===== src/rtl/wb_sram16_ctrl_pkg.sv =====
// Shared types and defaults for the Wishbone-to-16-bit async SRAM controller.
// Holds the FSM state encoding, default timing values and the counter width helper.
package wb_sram16_ctrl_pkg;

    typedef enum logic [2:0] {
        StIdle,
        StRd,
        StWs,
        StWp,
        StWh,
        StAck
    } state_e;

    localparam int unsigned DefAw      = 19;
    localparam int unsigned DefRdCyc   = 2;
    localparam int unsigned DefWrPulse = 2;

    // The timer is loaded with (cycles - 1), so it only needs to hold max_cyc - 1.
    function automatic int unsigned cnt_width(input int unsigned max_cyc);
        return (max_cyc <= 2) ? 1 : $clog2(max_cyc);
    endfunction

endpackage


===== src/rtl/sram_phase_timer.sv =====
// Loadable down-counter that times the RD and WP phases of an SRAM half access.
// done is high while the count is zero; the count stops at zero.
module sram_phase_timer #(
    parameter int unsigned Width = 2
) (
    input  logic             clk,
    input  logic             rst_n,
    input  logic             load,
    input  logic [Width-1:0] value,
    output logic             done
);

    logic [Width-1:0] cnt_q;

    always_ff @(posedge clk or negedge rst_n) begin
        if (!rst_n) begin
            cnt_q <= '0;
        end else if (load) begin
            cnt_q <= value;
        end else if (cnt_q != '0) begin
            cnt_q <= cnt_q - 1'b1;
        end
    end

    assign done = (cnt_q == '0);

endmodule


===== src/rtl/wb_sram16_ctrl.sv =====
// Wishbone B3 classic slave splitting each 32-bit access into two 16-bit async SRAM accesses,
// high half first. All SRAM pins and bus outputs come straight from registers.
module wb_sram16_ctrl
    import wb_sram16_ctrl_pkg::*;
#(
    parameter int unsigned AW       = DefAw,
    parameter int unsigned RD_CYC   = DefRdCyc,
    parameter int unsigned WR_PULSE = DefWrPulse
) (
    input  logic          wb_clk_i,
    input  logic          wb_rst_n_i,
    input  logic [AW-1:0] wb_adr_i,
    input  logic [31:0]   wb_dat_i,
    output logic [31:0]   wb_dat_o,
    input  logic [3:0]    wb_sel_i,
    input  logic          wb_we_i,
    input  logic          wb_cyc_i,
    input  logic          wb_stb_i,
    output logic          wb_ack_o,
    output logic [AW-2:0] sram_adr_o,
    input  logic [15:0]   sram_dq_i,
    output logic [15:0]   sram_dq_o,
    output logic          sram_dq_oe_o,
    output logic          sram_ce_n_o,
    output logic          sram_oe_n_o,
    output logic          sram_we_n_o,
    output logic          sram_ble_n_o,
    output logic          sram_bhe_n_o
);

    localparam int unsigned MaxCyc = (RD_CYC > WR_PULSE) ? RD_CYC : WR_PULSE;
    localparam int unsigned CntW   = cnt_width(MaxCyc);

    state_e          state_q, state_d;
    logic            half_q, half_d, h1_pend_q, h1_pend_d;
    logic            we_q, we_d, abort_q, abort_d, ack_q, ack_d;
    logic [3:0]      sel_q, sel_d;
    logic [AW-3:0]   adr_q, adr_d;
    logic [31:0]     wdat_q, wdat_d, dat_q, dat_d;
    logic            ce_n_q, ce_n_d, oe_n_q, oe_n_d, we_n_q, we_n_d;
    logic            ble_n_q, ble_n_d, bhe_n_q, bhe_n_d, dq_oe_q, dq_oe_d;
    logic [AW-2:0]   sadr_q, sadr_d;
    logic [15:0]     dq_q, dq_d;

    logic            tmr_load, tmr_done;
    logic [CntW-1:0] tmr_val;
    logic            start_go, start_half, end_half, aborting, src_we;
    logic [3:0]      src_sel;
    logic [AW-3:0]   src_adr;
    logic [31:0]     src_dat;
    logic [1:0]      cur_sel;
    logic [15:0]     rd_masked;
    logic            unused_adr;

    assign unused_adr = ^wb_adr_i[1:0];

    sram_phase_timer #(
        .Width(CntW)
    ) u_timer (
        .clk  (wb_clk_i),
        .rst_n(wb_rst_n_i),
        .load (tmr_load),
        .value(tmr_val),
        .done (tmr_done)
    );

    always_comb begin
        state_d   = state_q;
        half_d    = half_q;
        h1_pend_d = h1_pend_q;
        we_d      = we_q;
        sel_d     = sel_q;
        adr_d     = adr_q;
        wdat_d    = wdat_q;
        dat_d     = dat_q;
        abort_d   = abort_q;
        ack_d     = 1'b0;
        ce_n_d    = ce_n_q;
        oe_n_d    = oe_n_q;
        we_n_d    = we_n_q;
        ble_n_d   = ble_n_q;
        bhe_n_d   = bhe_n_q;
        dq_oe_d   = dq_oe_q;
        sadr_d    = sadr_q;
        dq_d      = dq_q;
        tmr_load  = 1'b0;
        tmr_val   = '0;
        start_go  = 1'b0;
        start_half = 1'b0;
        end_half  = 1'b0;
        src_we    = we_q;
        src_sel   = sel_q;
        src_adr   = adr_q;
        src_dat   = wdat_q;
        aborting  = abort_q | ~wb_cyc_i;
        cur_sel   = half_q ? sel_q[1:0] : sel_q[3:2];
        rd_masked = sram_dq_i & {{8{cur_sel[1]}}, {8{cur_sel[0]}}};

        unique case (state_q)
            StIdle: begin
                if (wb_cyc_i && wb_stb_i && !ack_q) begin
                    we_d      = wb_we_i;
                    sel_d     = wb_sel_i;
                    adr_d     = wb_adr_i[AW-1:2];
                    wdat_d    = wb_dat_i;
                    dat_d     = '0;
                    abort_d   = 1'b0;
                    src_we    = wb_we_i;
                    src_sel   = wb_sel_i;
                    src_adr   = wb_adr_i[AW-1:2];
                    src_dat   = wb_dat_i;
                    h1_pend_d = (|wb_sel_i[3:2]) && (|wb_sel_i[1:0]);
                    if (|wb_sel_i[3:2]) begin
                        start_go = 1'b1;
                    end else if (|wb_sel_i[1:0]) begin
                        start_go   = 1'b1;
                        start_half = 1'b1;
                    end else begin
                        // Nothing selected: one dead cycle with pins idle, then ack.
                        state_d = StWh;
                    end
                end
            end
            StRd: begin
                abort_d = aborting;
                if (tmr_done) begin
                    if (half_q) dat_d[15:0] = rd_masked;
                    else        dat_d[31:16] = rd_masked;
                    end_half = 1'b1;
                end
            end
            StWs: begin
                abort_d  = aborting;
                state_d  = StWp;
                we_n_d   = 1'b0;
                tmr_load = 1'b1;
                tmr_val  = CntW'(WR_PULSE - 1);
            end
            StWp: begin
                abort_d = aborting;
                if (tmr_done) begin
                    state_d = StWh;
                    we_n_d  = 1'b1;
                end
            end
            StWh:    end_half = 1'b1;
            StAck:   state_d = StIdle;
            default: state_d = StIdle;
        endcase

        if (end_half) begin
            if (!aborting && h1_pend_q) begin
                h1_pend_d  = 1'b0;
                start_go   = 1'b1;
                start_half = 1'b1;
            end else begin
                state_d = aborting ? StIdle : StAck;
                ack_d   = ~aborting;
                ce_n_d  = 1'b1;
                oe_n_d  = 1'b1;
                we_n_d  = 1'b1;
                ble_n_d = 1'b1;
                bhe_n_d = 1'b1;
                dq_oe_d = 1'b0;
            end
        end

        if (start_go) begin
            half_d  = start_half;
            state_d = src_we ? StWs : StRd;
            sadr_d  = {src_adr, start_half};
            bhe_n_d = ~(start_half ? src_sel[1] : src_sel[3]);
            ble_n_d = ~(start_half ? src_sel[0] : src_sel[2]);
            dq_d    = start_half ? src_dat[15:0] : src_dat[31:16];
            ce_n_d  = 1'b0;
            oe_n_d  = src_we;
            we_n_d  = 1'b1;
            dq_oe_d = src_we;
            if (!src_we) begin
                tmr_load = 1'b1;
                tmr_val  = CntW'(RD_CYC - 1);
            end
        end
    end

    always_ff @(posedge wb_clk_i or negedge wb_rst_n_i) begin
        if (!wb_rst_n_i) begin
            state_q   <= StIdle;
            half_q    <= 1'b0;
            h1_pend_q <= 1'b0;
            we_q      <= 1'b0;
            sel_q     <= '0;
            adr_q     <= '0;
            wdat_q    <= '0;
            dat_q     <= '0;
            abort_q   <= 1'b0;
            ack_q     <= 1'b0;
            ce_n_q    <= 1'b1;
            oe_n_q    <= 1'b1;
            we_n_q    <= 1'b1;
            ble_n_q   <= 1'b1;
            bhe_n_q   <= 1'b1;
            dq_oe_q   <= 1'b0;
            sadr_q    <= '0;
            dq_q      <= '0;
        end else begin
            state_q   <= state_d;
            half_q    <= half_d;
            h1_pend_q <= h1_pend_d;
            we_q      <= we_d;
            sel_q     <= sel_d;
            adr_q     <= adr_d;
            wdat_q    <= wdat_d;
            dat_q     <= dat_d;
            abort_q   <= abort_d;
            ack_q     <= ack_d;
            ce_n_q    <= ce_n_d;
            oe_n_q    <= oe_n_d;
            we_n_q    <= we_n_d;
            ble_n_q   <= ble_n_d;
            bhe_n_q   <= bhe_n_d;
            dq_oe_q   <= dq_oe_d;
            sadr_q    <= sadr_d;
            dq_q      <= dq_d;
        end
    end

    assign wb_dat_o     = dat_q;
    assign wb_ack_o     = ack_q;
    assign sram_adr_o   = sadr_q;
    assign sram_dq_o    = dq_q;
    assign sram_dq_oe_o = dq_oe_q;
    assign sram_ce_n_o  = ce_n_q;
    assign sram_oe_n_o  = oe_n_q;
    assign sram_we_n_o  = we_n_q;
    assign sram_ble_n_o = ble_n_q;
    assign sram_bhe_n_o = bhe_n_q;

endmodule


===== config.mk =====
export PLATFORM = sky130hd
export DESIGN_NAME = wb_sram16_ctrl
export DESIGN_NICKNAME = d
export VERILOG_FILES = /design/src/rtl/wb_sram16_ctrl_pkg.sv /design/src/rtl/sram_phase_timer.sv /design/src/rtl/wb_sram16_ctrl.sv
export SDC_FILE = /design/constraint.sdc
export NUM_CORES = 1
export LEC_CHECK = 0
export ABC_AREA = 1
export CORE_MARGIN = 1
export CORE_UTILIZATION = 30
export DETAILED_ROUTE_END_ITERATION = 8
export SYNTH_ARGS = -nofsm -noshare
export SYNTH_HDL_FRONTEND = slang
export SYNTH_HIERARCHICAL = 1
export SYNTH_SLANG_ARGS = --single-unit
export TNS_END_PERCENT = 20

===== constraint.sdc =====
create_clock -name wb_clk_i -period 2.27 [get_ports wb_clk_i]
set_input_delay 0.5675 -clock wb_clk_i [delete_from_list [all_inputs] [get_ports wb_clk_i]]
set_output_delay 0.5675 -clock wb_clk_i [all_outputs]
set_load 0.05 [all_outputs]

# [Word-level counts from Yosys, hierarchy flattened]
# Cells that the tools add are included.
[totals] ff_bits=134
[op_classes] add_sub_neg=1 eq_ne=9 muxes=67 bitwise=6 n_reduce_logical=18
[ops] op="two-way mux 32 bit" n=4
[ops] op="case mux 32 bit (2 select lines)" n=1
[ops] op="two-way mux 16 bit" n=3
[ops] op="two-way mux 1 bit" n=41
[ops] op="two-way mux 17 bit" n=2
[ops] op="two-way mux 3 bit" n=8
[ops] op="bitwise AND 16 bit" n=1
[ops] op="case mux 3 bit (4 select lines)" n=1
[ops] op="inequality test 2 bit (second input constant)" n=5
[ops] op="two-way mux 4 bit" n=2
[ops] op="AND reduction 4 bit" n=2
[ops] op="equality test 3 x 2 -> 1 bit (second input constant)" n=2
[ops] op="case mux 1 bit (2 select lines)" n=3
[ops] op="nonzero test 2 bit" n=3
[ops] op="OR reduction 2 bit" n=3
[ops] op="logical AND 1 bit" n=4
[ops] op="two-way mux 2 bit" n=2
[ops] op="inverter 1 bit" n=4
[ops] op="AND reduction 2 bit" n=2
[ops] op="equality test 3 x 1 -> 1 bit (second input constant)" n=1
[ops] op="equality test 3 bit (second input constant)" n=1
[ops] op="zero test 3 bit" n=1
[ops] op="OR reduction 3 bit" n=1
[ops] op="zero test 1 bit" n=2
[ops] op="other kinds (2)" n=2

# [Longest topological paths before layout]
# Gate-level depths: netlist of run 1.
[logic_depth] word_depth=10 mapped_depth=12

# [Cells and area by module]
# Netlist of run 1, hierarchy kept.
[modules_own_cells] module="wb_sram16_ctrl" instances=1 cells_each=713 area_each_um2=5770.5
[modules_own_cells] module="sram_phase_timer" instances=1 cells_each=4 area_each_um2=36.3

# [Worst setup path before layout of run 1]
# OpenSTA, ideal clock, no wires.
[synth_path] kind="input-to-reg" startpoint="input wb_sel_i[2]" endpoint="register u_timer.cnt_q" arrival_ns=1.585 required_ns=2.157 slack_ns=0.572 path_stages=8 path_buffers=1 path_cell_list="or2_2 o21ai_1 nand2_2 buf_4 nand2_1 nand2_1 nand2_1 inv_1"
[synth_between] elab_chain_cells=8
[synth_rtl] item="start, declared" line_no="wb_sram16_ctrl.sv:15" source="input logic [3:0] wb_sel_i,"
[synth_rtl] item="OR reduction 2 bit (*)" line_no="wb_sram16_ctrl.sv:113" source="if (|wb_sel_i[3:2]) begin"
[synth_rtl] item="two-way mux 1 bit (*)" line_no="wb_sram16_ctrl.sv:113"
[synth_rtl] item="two-way mux 1 bit (*)" line_no="wb_sram16_ctrl.sv:101" source="if (wb_cyc_i && wb_stb_i && !ack_q) begin"
[synth_rtl] item="two-way mux 1 bit (*)" line_no="wb_sram16_ctrl.sv:99" source="unique case (state_q)"
[synth_rtl] item="two-way mux 1 bit" line_no="wb_sram16_ctrl.sv:152" source="if (!aborting && h1_pend_q) begin"
[synth_rtl] item="two-way mux 1 bit (*)" line_no="wb_sram16_ctrl.sv:151" source="if (end_half) begin"
[synth_rtl] item="two-way mux 1 bit (*)" line_no="wb_sram16_ctrl.sv:168" source="if (start_go) begin"
[synth_rtl] item="via tmr_load" line_no="wb_sram16_ctrl.sv:45" source="logic tmr_load, tmr_done;"
[synth_rtl] item="two-way mux 1 bit (*)" line_no="sram_phase_timer.sv:18" source="end else if (load) begin"
[synth_rtl] item="end signal, assigned" line_no="sram_phase_timer.sv:19" source="cnt_q <= value;"
[synth_rtl] item="end signal, assigned" line_no="sram_phase_timer.sv:21" source="cnt_q <= cnt_q - 1'b1;"
[synth_rtl] item="end, declared" line_no="sram_phase_timer.sv:13" source="logic [Width-1:0] cnt_q;"
# The timed path passes the listed nets; every way through them passes the cells marked *.
# A chain may end at the register's enable or synchronous reset.

# [Final worst setup path of run 1]
[layout_path] startpoint="register dq_q[0] (netlist: sram_dq_o[0])" endpoint="output sram_dq_o[0]"
[layout_rtl] item="start, declared" line_no="wb_sram16_ctrl.sv:43" source="logic [15:0] dq_q, dq_d;"
[layout_rtl] item="start signal, assigned" line_no="wb_sram16_ctrl.sv:224" source="dq_q <= dq_d;"
[layout_rtl] item="end, declared" line_no="wb_sram16_ctrl.sv:22" source="output logic [15:0] sram_dq_o,"
# No word-level cell between the ends.

==> results of run 1 <==
final timing paths:
check                             start            to  slack, ns  depth (start not counted)
min in group wb_clk_i          adr_q[9]      adr_q[9]       0.47                          2
max                        sram_dq_o[0]  sram_dq_o[0]       0.09                          1
max reg2reg                  state_q[1]   wb_dat_o[9]       0.24                          5
min                          wb_rst_n_i  wb_dat_o[10]       0.04                          1
min reg2reg                    adr_q[9]      adr_q[9]       0.47                          2
max in group asynchronous    wb_rst_n_i   sram_we_n_o       1.56                          2
cell type report:
class	count	area (µm²)	share of cell area [%]
clock buffer	23	478	5.76
inverter	138	518	6.24
sequential	133	3330	40.2
clock inverter	9	125	1.51
multi-input combinational	417	1770	21.4
timing repair buffer	172	1750	21.1
tap	260	325	3.92
synth_stat cells:
cell type	n
nor2_2	1
or2_2	1
clkbuf_2	1
buf_2	15
dfstp_2	5
inv_2	3
nand2_1	270
nor2_1	33
o21ai_1	6
nor2_4	2
buf_4	9
o21ai_2	2
o211ai_1	2
o32ai_1	1
o21ai_0	63
buf_6	3
dfrtp_1	128
nand2_2	6
nand3_1	21
nor3_1	3
o31ai_4	1
inv_1	135
a21oi_1	4
nand2_4	1
clkbuf_1	1
state kept, by name (all words and copies together) (netlist names), 3 cells and up:
signal / cells
wdat_q: 32
sel_q: 4
state_q: 3
wb_dat_o: 32
adr_q: 17
sram_adr_o: 18
sram_dq_o: 16
report_power, final:
group | internal [mW] | switching [mW] | leakage, nW | total (mW)
clock | 1.81 | 0.997 | 0.293 | 2.80
combinational | 1.87 | 3.70 | 2.17 | 5.57
sequential | 3.40 | 0.452 | 1.64 | 3.85
total | 7.07 | 5.15 | 4.10 | 12.2
through the flow:
step | power (mW) | area, µm² | hold slack (ns) | TNS (ns)
after floorplan | 7.52 | 5810 | 0.272 | 0
after global routing | 13.0 | 8300 | 0.0499 | 0
after detailed placement | 9.51 | 7700 | 0.458 | -0.0561
after global placement | 9.44 | 7700 | 0.451 | 0
after CTS | 12.4 | 8300 | 0.0438 | 0
final | 12.2 | 8300 | 0.0434 | 0
repair_timing:
item,CTS,global route
cloned,0,0
endpoints found under the setup margin,4,2
pin swaps,0,1
resized for setup,4,0
cells by family (layout without fill, tap and decap cells):
logic type,after synthesis,count (layout)
DFF,133,133
AOI/OAI and AO/OA,79,79
buffers and inverters,167,342
and+or+nand+nor,338,338
routing by layer:
layer	share of wire, %	routed length, µm
met1	49	7010
met2	44	6400
met3	4.8	688
met4	2.3	328
met5	0	0
==> metrics.txt, run 1 <==
Final Skew=0.00764 ns; adder and majority cell fraction of the synthesized area=0%; Most Used Layer, Global Route=met2; core area=18800 µm²; first-pass iteration count of the detailed router=4; kind of critical path=reg -> out; Synth Register Bits=133; GRT overflow=0; share of cells above drive strength 1=8.97%; Synth-to-Final Area Change=43.0%; Yosys cell types=25; Crit. End Element=primary output; post-synthesis xor/xnor area fraction=0%; clk buf depth=2; Final Hold Fails=0; Clock Pin Slew Worst Setup and Hold Paths=0.06 ns; critical-path cell list=clkdlybuf4s50_1; simple-gate portion of the synthesized area=23.1%; DPL Wire Length=9900 µm; Pleak=4.10 nW; die height=141 µm; largest net degree at the start of global routing=56; H-tree Lvls=4; Post-Place Setup Slack=-0.0285 ns; post-route ant nets=0; die area=19900 µm²; commonest cells after routing, fill and taps aside=270 x nand2_1, 139 x clkdlybuf4s50_1, 135 x inv_1; drt initial violations=193; Hold Path Class=in -> async; vias after detailed routing=4718; Post-Syn Area per Cell=8.10 µm²; filler cell count=1888; pwr/cell area=1470 nW/µm²; Slew Viols, Final=0; dominant cell type by area after synthesis=dfrtp_1; mux contribution to synthesized area=0%; hold_buf cts=0; clock buffer count from CTS=17; main combinational cell family by area after synthesis=simple AND/OR/NAND/NOR gates; RePlAce Congestion=0.807; Period minus WS final=2.18 ns; post-layout util=44.1%; ANT cells=0; Post-Route WL=14400 µm; starting density of the core=30.8%; Critical Path RT=1.70 ns; CP delay by family, top=buffers and inverters; setup violators final=0; die width=141 µm; GR Util met1=21.0%; crit-path max FO=2; post-CTS setup buffer count=0; Yosys Warn Count=6; Peak VDD IR=0.703 mV; fin crit share=96.0%; max_slew headroom=25.3%; CTS Sinks=133; CTS tree=yes; Compound-Gate Fraction of Synth Area=7.37%; worst path bufs/invs=1; root buffer cell=clkbuf_16; slowest cell on the critical path=clkdlybuf4s50_1; Rows=50; Net Count, Synth=793; Final Non-Filler Cells=1152; final setup margin=0.0898 ns; top-area cell type share of the netlist area=55.2%; Cell Area, Synth=5810 µm²; dominant cells by area after synthesis=dfrtp_1 55%, nand2_1 17%, inv_1 8.7%; Max-cap violations=0; Clock Latency Late Sink=0.42 ns; status=finished, final reports clean; grt met3 use=4.14%; RSZ-0062 raised after global routing=no; Worst-Margin Slew=1.12 ns; initial antenna violation count=0; most common cell after layout, fill and taps aside=nand2_1; # port buffers=146; drt drc=0; Startpoint Class=register; number of global-route vias before repair=4706; Placed Instances=1120; WL per Instance=12.5 µm; met2 usage=23.6%; I/O pin count=149; first-pass GRT wire length=24000 µm; post-layout net count=955; delay of the slowest cell on the worst path=0.85 ns; Max Freq=459 MHz; register area share after synthesis=57.4%; Via density=4.10; Critical Path AT=1.61 ns; Synth Instances=717; GRT Overall Usage=15.6%
Note: power is estimated with default switching activity, not from simulation.
==> run 2: changes to the inputs <==
--- a/config.mk
+++ b/config.mk
@@ -9,6 +9,8 @@
 export CORE_MARGIN = 1
 export CORE_UTILIZATION = 30
 export DETAILED_ROUTE_END_ITERATION = 8
+export HOLD_SLACK_MARGIN = 0.05
+export REMOVE_ABC_BUFFERS = 1
 export SYNTH_ARGS = -nofsm -noshare
 export SYNTH_HDL_FRONTEND = slang
 export SYNTH_HIERARCHICAL = 1
==> constraint.sdc (replaced) <==
create_clock -name wb_clk_i -period 2.27 [get_ports wb_clk_i]
set_input_delay 0.3405 -clock wb_clk_i [delete_from_list [all_inputs] [get_ports wb_clk_i]]
set_output_delay 0.3405 -clock wb_clk_i [all_outputs]
set_load 0.05 [all_outputs]
==> metrics.txt, run 2 (synthesized netlist as in run 1, its figures left out) <==
pwr/cell area=1490 nW/µm² (+1.2%); crit-path max FO=2 (unchanged); I/O pin count=149 (unchanged); Synth-to-Final Area Change=42.2%; kind of critical path=reg -> out; largest net degree at the start of global routing=48 (-14%); Period minus WS final=2.11 ns (-0.0661 ns); final setup margin=0.156 ns (+0.0661 ns); CTS tree=yes; RSZ-0062 raised after global routing=no; number of gates resized after CTS=0 (-4); first-pass GRT wire length=22900 µm (-4.6%); share of cells above drive strength 1=7.83% (-1.1 points); drt drc=0 (unchanged); Worst-Margin Slew=1.10 ns (-0.0208 ns); max_slew headroom=26.7% (+1.4 points); r2r setup slk=0.22 ns (-0.02 ns); Post-Route WL=14200 µm (-1.5%); RePlAce Congestion=0.769 (-4.8%); worst path bufs/invs=1 (unchanged); Clock Latency Late Sink=0.41 ns (about the same); die height=141 µm (unchanged); post-layout net count=944 (-1.2%); setup violators final=0 (unchanged); CTS Sinks=133 (unchanged); Crit. End Element=primary output; number of global-route vias before repair=4499 (-4.4%); fin crit share=93.1% (-2.9 points); root buffer cell=clkbuf_16; Clock Pin Slew Worst Setup and Hold Paths=0.05 ns (about the same); worst r2r path cells=4 (-1); GRT overflow=0 (unchanged); Reg-to-Reg End=wb_dat_o[6]; GRT Overall Usage=15.0% (-0.61 points); delay of the slowest cell on the worst path=0.84 ns (about the same); die width=141 µm (unchanged); Via density=4.14 (+0.99%); Critical Path RT=1.93 ns (+0.23 ns); initial antenna violation count=0 (unchanged); post-CTS setup buffer count=0 (unchanged); status=finished, final reports clean; Post-Place Setup Slack=-0.0894 ns (-0.0609 ns); clk buf depth=2 (unchanged); Max Freq=473 MHz (+3.1%); Peak VDD IR=0.705 mV (+0.34%); ANT cells=0 (unchanged); critical-path cell list=clkdlybuf4s50_1; hold_buf cts=1 (+1); DPL Wire Length=9640 µm (-2.7%); die area=19900 µm² (unchanged); highest routed layer=met4; H-tree Lvls=4 (unchanged); Max-cap violations=0 (unchanged); Pwr Total=12.3 mW (+0.67%); Met2 Wirelength=6310 µm (-1.3%); core area=18800 µm² (unchanged); drt initial violations=255 (+32%); Startpoint Class=register; clock buffer count from CTS=17 (unchanged); commonest cells after routing, fill and taps aside=270 x nand2_1, 145 x clkdlybuf4s50_1, 135 x inv_1; M1 WL=6790 µm (-3.2%); Final Skew=0.00748 ns (-0.000160 ns); Critical Path AT=1.77 ns (+0.16 ns); Pleak=4.05 nW (-1.0%); CP delay by family, top=buffers and inverters; vias after detailed routing=4719 (+0.021%); # port buffers=146 (unchanged); reg-to-reg startpoint=state_q[2]; post-route ant nets=0 (unchanged); Rows=50 (unchanged); slowest cell on the critical path=clkdlybuf4s50_1; Final Hold Fails=0 (unchanged); met3 wire length=985 µm (+43%); starting density of the core=30.8% (unchanged); WL per Instance=12.5 µm (-0.53%); Slew Viols, Final=0 (unchanged); most common cell after layout, fill and taps aside=nand2_1; Hold Path Class=in -> async; first-pass iteration count of the detailed router=4 (unchanged)
## run 2: changes by cell type in the layout (fill, tap and decap cells not counted)
cell / previous run / this run
dlygate4sd3_1: 0 / 1
buf_12: 8 / 5
clkbuf_1: 3 / 0
clkdlybuf4s50_1: 139 / 145
clkinvlp_4: 2 / 3
clkinv_4: 0 / 2
clkinv_2: 4 / 2
bufinv_16: 3 / 5
buf_4: 20 / 9
dlygate4sd2_1: 4 / 0
## run 2: how the worst max path moves through the flow
stage / depth (start not counted) / slack (ns) / endpoint / from
2_1_floorplan: 8 / -0.85 / state_q[2] / wb_ack_o
3_3_place_gp: 7 / -0.07 / state_q[2] / wb_sel_i[2]
3_5_place_dp: 7 / -0.09 / state_q[2] / wb_sel_i[2]
4_1_cts: 1 / 0.13 / sram_ble_n_o / sram_ble_n_o
5_1_grt: 5 / 0.03 / wb_dat_o[6] / state_q[0]
6_report: 1 / 0.16 / sram_ble_n_o / sram_ble_n_o
## run 2: cell type report
cell class | count | area (µm²)
well taps | 260 | 325
flip-flops and latches | 133 | 3330
multi-input cells | 417 | 1770
fillers | 1897 | 10600
clock inverters | 12 | 200
inverters | 138 | 518
repair buffers | 161 | 1640
clock buffers | 20 | 467
## run 2: per-stage QoR
| step | cell area [µm²] | setup TNS (ns) | util [%] | instances | hold WS, ns |
|---|---|---|---|---|---|
| CTS | 8260 | 0 | 43.9 | 1141 | 0.428 |
| finish | 8260 | 0 | 43.9 | 1141 | 0.440 |
| global route | 8260 | 0 | 43.9 | 1141 | 0.462 |
| global placement | 7580 | -0.0708 | 40.3 | 1108 | 0.304 |
| floorplan | 5620 | -33.02 | - | 688 | 0.0449 |
| detailed placement | 7580 | -0.0894 | 40.3 | 1108 | 0.300 |
## run 2: metal layers
layer	track usage, %	up-vias
met5	0	-
met4	4.86	0
met3	5.16	12
met2	23.3	132
met1	19.5	2154
li1	-	2421
## run 2: where the power goes
part	total [mW]	switching (mW)	internal, mW
logic	5.38	3.64	1.74
clock network	3.07	1.03	2.04
registers	3.86	0.462	3.40
==> run 3: changes to the inputs <==
--- a/config.mk
+++ b/config.mk
@@ -8,6 +8,7 @@
 export ABC_AREA = 1
 export CORE_MARGIN = 1
 export CORE_UTILIZATION = 30
+export CTS_CLUSTER_DIAMETER = 200
 export DETAILED_ROUTE_END_ITERATION = 8
 export HOLD_SLACK_MARGIN = 0.05
 export REMOVE_ABC_BUFFERS = 1
==> results of run 3 <==
Final layout, timing and power as in run 2 (identical DEF).
